<file path="src/rtl/alu_dispatch.sv">
// Sequencing stage ahead of the ALU: 8-entry register file, one command per 4 cycles.
// Optional flags register is built when ALU_DISPATCH_FLAGS_EN is defined.
`ifndef ALU_DISPATCH_B_WIDTH
`define ALU_DISPATCH_B_WIDTH 16
`endif

module alu_dispatch #(
   parameter int B_WIDTH = `ALU_DISPATCH_B_WIDTH
) (
   input  logic               clk,
   input  logic               rst,
   input  logic               cmd_valid,
   output logic               cmd_ready,
   input  logic [3:0]         cmd_op,
   input  logic [2:0]         cmd_ra,
   input  logic [2:0]         cmd_rb,
   input  logic [2:0]         cmd_rd,
   input  logic               ld_en,
   input  logic [2:0]         ld_addr,
   input  logic [B_WIDTH-1:0] ld_data,
   input  logic [2:0]         dbg_addr,
   output logic [B_WIDTH-1:0] dbg_data,
   output logic [B_WIDTH-1:0] alu_ha,
   output logic [B_WIDTH-1:0] alu_la,
   output logic [B_WIDTH-1:0] alu_hb,
   output logic [B_WIDTH-1:0] alu_lb,
   output logic [3:0]         alu_op,
   input  logic [B_WIDTH-1:0] alu_lc,
   input  logic [B_WIDTH-1:0] alu_hc,
   input  logic               alu_zr,
   input  logic               alu_ng,
   input  logic               alu_carry,
   output logic               done,
   output logic               flag_zr,
   output logic               flag_ng,
   output logic               flag_carry
);

   typedef enum logic [1:0] {S_IDLE, S_FETCH, S_EXEC, S_WB} state_t;

   state_t               state_q, state_d;
   logic [3:0]           op_q;
   logic [2:0]           ra_q, rb_q, rd_q;
   logic [B_WIDTH-1:0]   ha_q, la_q, hb_q, lb_q;
   logic [3:0]           aop_q;
   logic [B_WIDTH-1:0]   lc_q, hc_q;
   logic                 done_q;
   logic [B_WIDTH-1:0]   regs_q [8];

   logic                 dbl_s;
   logic [2:0]           a_lo_s, a_hi_s, b_lo_s, b_hi_s, d_lo_s, d_hi_s;

   // Double ops drop bit 0 of every index and use the even/odd register pair.
   always_comb begin
      dbl_s  = op_q[3];
      a_hi_s = {ra_q[2:1], 1'b1};
      b_hi_s = {rb_q[2:1], 1'b1};
      d_hi_s = {rd_q[2:1], 1'b1};
      if (dbl_s) begin
         a_lo_s = {ra_q[2:1], 1'b0};
         b_lo_s = {rb_q[2:1], 1'b0};
         d_lo_s = {rd_q[2:1], 1'b0};
      end else begin
         a_lo_s = ra_q;
         b_lo_s = rb_q;
         d_lo_s = rd_q;
      end
   end

   always_comb begin
      state_d = state_q;
      case (state_q)
         S_IDLE: begin
            if (cmd_valid) begin
               state_d = S_FETCH;
            end else begin
               state_d = S_IDLE;
            end
         end
         S_FETCH: state_d = S_EXEC;
         S_EXEC:  state_d = S_WB;
         S_WB:    state_d = S_IDLE;
         default: state_d = S_IDLE;
      endcase
   end

   always_ff @(posedge clk) begin
      if (rst) begin
         state_q <= S_IDLE;
         op_q    <= 4'd0;
         ra_q    <= 3'd0;
         rb_q    <= 3'd0;
         rd_q    <= 3'd0;
         ha_q    <= '0;
         la_q    <= '0;
         hb_q    <= '0;
         lb_q    <= '0;
         aop_q   <= 4'd0;
         lc_q    <= '0;
         hc_q    <= '0;
         done_q  <= 1'b0;
         for (int i = 0; i < 8; i++) begin
            regs_q[i] <= '0;
         end
      end else begin
         state_q <= state_d;
         done_q  <= (state_q == S_EXEC);
         if (state_q == S_IDLE && cmd_valid) begin
            op_q <= cmd_op;
            ra_q <= cmd_ra;
            rb_q <= cmd_rb;
            rd_q <= cmd_rd;
         end
         if (state_q == S_FETCH) begin
            la_q  <= regs_q[a_lo_s];
            lb_q  <= regs_q[b_lo_s];
            ha_q  <= dbl_s ? regs_q[a_hi_s] : '0;
            hb_q  <= dbl_s ? regs_q[b_hi_s] : '0;
            aop_q <= op_q;
         end
         if (state_q == S_EXEC) begin
            lc_q <= alu_lc;
            hc_q <= alu_hc;
         end
         // Loads only in IDLE and writeback only in WB, so the two never collide.
         if (state_q == S_IDLE && ld_en) begin
            regs_q[ld_addr] <= ld_data;
         end else if (state_q == S_WB) begin
            regs_q[d_lo_s] <= lc_q;
            if (dbl_s) begin
               regs_q[d_hi_s] <= hc_q;
            end
         end
      end
   end

`ifdef ALU_DISPATCH_FLAGS_EN
   logic zr_q, ng_q, cy_q;
   logic fzr_q, fng_q, fcy_q;

   always_ff @(posedge clk) begin
      if (rst) begin
         zr_q  <= 1'b0;
         ng_q  <= 1'b0;
         cy_q  <= 1'b0;
         fzr_q <= 1'b0;
         fng_q <= 1'b0;
         fcy_q <= 1'b0;
      end else begin
         if (state_q == S_EXEC) begin
            zr_q <= alu_zr;
            ng_q <= alu_ng;
            cy_q <= alu_carry;
         end
         if (state_q == S_WB) begin
            fzr_q <= zr_q;
            fng_q <= ng_q;
            fcy_q <= cy_q;
         end
      end
   end

   assign flag_zr    = fzr_q;
   assign flag_ng    = fng_q;
   assign flag_carry = fcy_q;
`else
   logic unused_flags_s;
   assign unused_flags_s = alu_zr ^ alu_ng ^ alu_carry;
   assign flag_zr    = 1'b0;
   assign flag_ng    = 1'b0;
   assign flag_carry = 1'b0;
`endif

   assign cmd_ready = (state_q == S_IDLE) && !rst;
   assign dbg_data  = regs_q[dbg_addr];
   assign alu_ha    = ha_q;
   assign alu_la    = la_q;
   assign alu_hb    = hb_q;
   assign alu_lb    = lb_q;
   assign alu_op    = aop_q;
   assign done      = done_q;

endmodule

</file>
<file path="config.mk">
export PLATFORM = sky130hd
export DESIGN_NAME = alu_dispatch
export DESIGN_NICKNAME = d
export VERILOG_FILES = /design/src/rtl/alu_dispatch.sv
export SDC_FILE = /design/constraint.sdc
export NUM_CORES = 1
export LEC_CHECK = 0
export CAP_MARGIN = 40
export CORE_MARGIN = 2
export CORE_UTILIZATION = 56
export CTS_CLUSTER_DIAMETER = 30
export DETAILED_ROUTE_END_ITERATION = 12
export PLACE_DENSITY_LB_ADDON = 0.15
export SLEW_MARGIN = 30
export SYNTH_ARGS = -nofsm -noshare
export SYNTH_HDL_FRONTEND = slang
export SYNTH_SLANG_ARGS = --single-unit
export TNS_END_PERCENT = 30
</file>
<file path="constraint.sdc">
create_clock -name clk -period 2.75 [get_ports clk]
set_input_delay 0.6875 -clock clk [delete_from_list [all_inputs] [get_ports clk]]
set_output_delay 0.6875 -clock clk [all_outputs]
set_load 0.05 [all_outputs]
</file>
# Word-level counts from Yosys, hierarchy flattened
# Memories as Yosys holds them, arrays and structs flattened. A register that Yosys moved wholly into a read port is not among the register bits.
# Cells that the tools add are included.
# word_totals
mem_bits_rw	128
reg_bits	84
word_cells	57
output_inout_bits	89
mem_bits_ro	0
latchBits	0
n_memories	1
# classes
shifts	0
n_reduce_logical	8
add_sub_neg	0
magnitude_cmp	0
multipliers	0
n_eq_ne	3
n_div	0
bitwise_logic	0
n_mux	34
# memory_table
name	depth	word_bits	rd	rd_clocked_by_memory_dff	wr	line_no	source
regs_q	8	16	5	4	8	48	logic [B_WIDTH-1:0] regs_q [8];
# op_table
operator	n
two-way mux 16 bit	5
OR reduction 16 bit	3
two-way mux 1 bit	21
two-way mux 3 bit	7
one-hot mux 2 bit (4 select lines)	1
equality test 2 bit, second input constant	2
logical AND 1 bit	3
equality test 2 x 1 -> 1 bit, second input constant	1
zero test 2 bit	1
zero test 1 bit	1

# Depth between registers and ports, before layout
# logic_depth
ltp_word	8
ltp_mapped	8
mapped_depth_nobuf	6

# Worst setup path before layout
# Ideal clock, no wire load.
# synth_path
path_type	input-to-output
start	in dbg_addr[0]
end	out dbg_data[15]
setup_slack_ns	-0.055
arrival_ns	2.118
cell_stages	4
cell_sequence	clkbuf_1 -> buf_2 -> mux4_2 -> mux2_2
# synth_via
elab_chain_len	1
# synth_rtl
element	line_no	source
start: declaration	21	input logic [2:0] dbg_addr,
memory (8 x 16 bit)	--	
end: declaration	22	output logic [B_WIDTH-1:0] dbg_data,
# Every way passes these cells.

==> reports/results.tsv <==
metric	value	unit
ys_ff_latch	248	
skew	0.01054	ns
synth_cell_types	49	
worstHoldEndpoint	op_q[1]	
power.leakage	6.227	nW
hold_violations	0	
h-tree-depth	2	
port_buffers	156	
insertion_delay	0.54	ns
crit_fanout	5	
worst_pin_slew	0.7703	ns
power_frac_comb	14.9	%
cts.sinks	248	
slowest_stage	mux4_2	
required	2.06	ns
min_period	2.740	ns
drive_gt1_share	23.04	%
gp_congestion	0.9132	
mostFrequentLayoutCells	nor2_1 (158), clkdlybuf4s50_1 (136), edfxtp_1 (128)	
hold_depth	2	
drtAntennaViolNets	0	
coreArea	23400	um^2
slew_violations	0	
io_pins	163	
die_w	158.0	um
post_dp_cell_area	15210	um^2
max_freq	364.9	MHz
synth-main-ff-cell	edfxtp_1	
final_common_cell	nor2_1	
fp.dieH	158.0	um
path_cells	mux4_2, mux2_4, buf_6	
grt_pass1_wl	54690	um
startpoint_type	flip-flop	
grt_usage	28.85	%
dieArea	24950	um^2
p_clk_share	48.8	%
p_sw	0.003211	W
grt_max_degree	53	
status	completed	
ys.warnings.count	0	
slowest_delay	0.52	ns
clockBufferDepth	3	
syn_area_per_cell	12.20	um^2
cap_violations	0	
ir_drop	0.5331	mV
nets	1354	
pre_cts_ws	-0.1891	ns
timing.rr.end	alu_la[15]	
synth-edff-count	128	
swShare	26.75	%
postCtsHoldBufs	0	
antenna_cells	0	
fin_crit_sh	99.64	%
fill_cells	1641	
firstDrtPassIters	5	
crit_arrival	2.05	ns
r2r_cells	4	
grt_overflow	0	
endpoint_kind	output pin	
grt_pass1_vias	9578	
drtIter0Drc	1043	
min_from	op_q[1]	
p_seq_share	36.3	%
vias	10090	
drc	0	
finalWorstSetupSlack	0.009889	ns
via_per_inst	6.187	
clk_pin_slew	0.05	ns
internal-power	0.008791	W
r2r_start	op_q[3]	
synth_area	13270	um^2
p_per_area	706.2	nW/um^2
cts_root_buf	clkbuf_16	
holdCritPathClass	reg -> reg	
cts_buffers	45	
syn_inst	1088	
maxSlewHeadroom	48.57	%
rsz0062_at_grt	yes	
syn2layout_area_growth	28.02	%
setup_viol	0	
cts_tree	built	
synth_seq_area_share	47.05	%
start_util	56.72	%
path_class	reg -> out	
wl	35310	um
wl_per_cell	21.66	um
dp_hpwl	26290	um
synthArstFlopShare	0	%
antenna_found_initial	0	
num_rows	56	
r2r_slack	0.49	ns
stdcell_area	16990	um^2
## final cells by class
| class | instances | area (um^2) | share of cell area (%) |
|---|---|---|---|
| Multi-Input combinational cell | 741 | 6469 | 38.07 |
| Clock buffer | 50 | 1175 | 6.914 |
| Timing Repair Buffer | 234 | 2237 | 13.16 |
| Sequential cell | 248 | 6246 | 36.75 |
| Tap cell | 319 | 399.1 | 2.349 |
| Clock inverter | 33 | 449.2 | 2.643 |
| Inverter | 5 | 18.77 | 0.1104 |
## power groups by stage
stage               registers (W)  clock network (W)  logic [W]
floorplan                 0.00451                  0    0.00104
global placement          0.00440                  0    0.00172
detailed placement        0.00441                  0    0.00174
CTS                       0.00434            0.00592    0.00176
global route              0.00437            0.00609    0.00191
finish                    0.00435            0.00586    0.00179
## cells by family (layout without fill, tap and decap cells)
group                      after synthesis  in the layout  synth area share [%]
AOI/OAI and AO/OA                      226            226                 13.54
adders and majority gates                5              5                0.4713
buffers and inverters                  101            322                 4.468
DFF                                    248            248                 47.05
muxes                                  168            168                 21.72
other                                    1              3               0.02825
and+or+nand+nor                        339            339                 12.73
## state kept, by name (all words and copies together) (netlist names), named ones only
name / count
state_q: 2
done: 1
rd_q: 3
lc_q: 16
alu_la: 16
rb_q: 3
op_q: 4
regs_q: 128
alu_ha: 16
alu_hb: 16
hc_q: 16
ra_q: 3
alu_op: 4
alu_lb: 16
## cell usage after synthesis (all sizes together), types with 2 or more instances
| master | number | area (um^2) |
|---|---|---|
| nor2 | 158 | 593.1 |
| edfxtp | 128 | 3844 |
| dfxtp | 120 | 2402 |
| mux4 | 87 | 2033 |
| and2 | 66 | 436.7 |
| o2bb2ai | 64 | 560.5 |
| mux2i | 63 | 643.1 |
| a211oi | 60 | 450.4 |
| clkbuf | 56 | 281.5 |
| nand2 | 51 | 191.4 |
| buf | 40 | 292.8 |
| a22oi | 32 | 240.2 |
| o21bai | 32 | 240.2 |
| nor4 | 23 | 143.9 |
| mux2 | 18 | 206.4 |
| a21oi | 16 | 80.08 |
| a2111oi | 13 | 135.1 |
| nand3 | 11 | 95.09 |
| a32o | 9 | 90.09 |
| nand2b | 8 | 50.05 |
| nor2b | 7 | 48.80 |
| ha | 5 | 62.56 |
| inv | 5 | 18.76 |
| nor3 | 4 | 40.04 |
| or3b | 4 | 35.03 |
| and2b | 2 | 15.01 |
## worst max-delay path: cells and delay by family (launching register included)
kind                   cells  cell delay [ns]
flip-flops                 1             0.51
multiplexers               2             0.84
buffers and inverters      1             0.16
## metrics by stage
step / instances / TNS [ns] / hold WS (ns) / total power [W] / util [%]
3_3_place_gp: 1537 / -2.319 / 0.4436 / 0.006116 / 64.98
3_5_place_dp: 1537 / -2.476 / 0.4569 / 0.006152 / 64.98
5_1_grt: 1630 / -0.04648 / 0.4823 / 0.01237 / 72.62
2_1_floorplan: 1090 / -0.8863 / 0.4318 / 0.005558 / -
6_report: 1630 / 0 / 0.4597 / 0.01200 / 72.62
4_1_cts: 1622 / -0.01821 / 0.4618 / 0.01203 / 72.18
## routing by layer
layer  wire (um)  share of wire, %  global-route usage, %  up-vias
met5           0                 0                      0        -
met1       15500                44                  42.73     4893
met4         538               1.5                  6.521        0
met3        3968                11                  7.857       53
met2       15300                43                  42.73      529
li1            -                 -                      -     4610
## worst max-delay path by stage
stage                              from            to  slack (ns)  cells past startpoint
after floorplan             dbg_addr[0]  dbg_data[15]       -0.06                      4
after global placement      dbg_addr[1]   dbg_data[6]       -0.17                      5
after detailed placement    dbg_addr[1]  dbg_data[13]       -0.19                      5
after CTS                 regs_q[3][14]  dbg_data[14]       -0.02                      3
after global routing      regs_q[3][13]  dbg_data[13]       -0.02                      3
final                     regs_q[3][13]  dbg_data[13]        0.01                      3
## repair_timing
item                                    in CTS  in global routing
buffers inserted                             1                  8
gates resized for setup                      9                 11
gates cloned                                 1                  0
endpoints found under the setup margin      16                 15
Power figures use the tool's default switching activity.
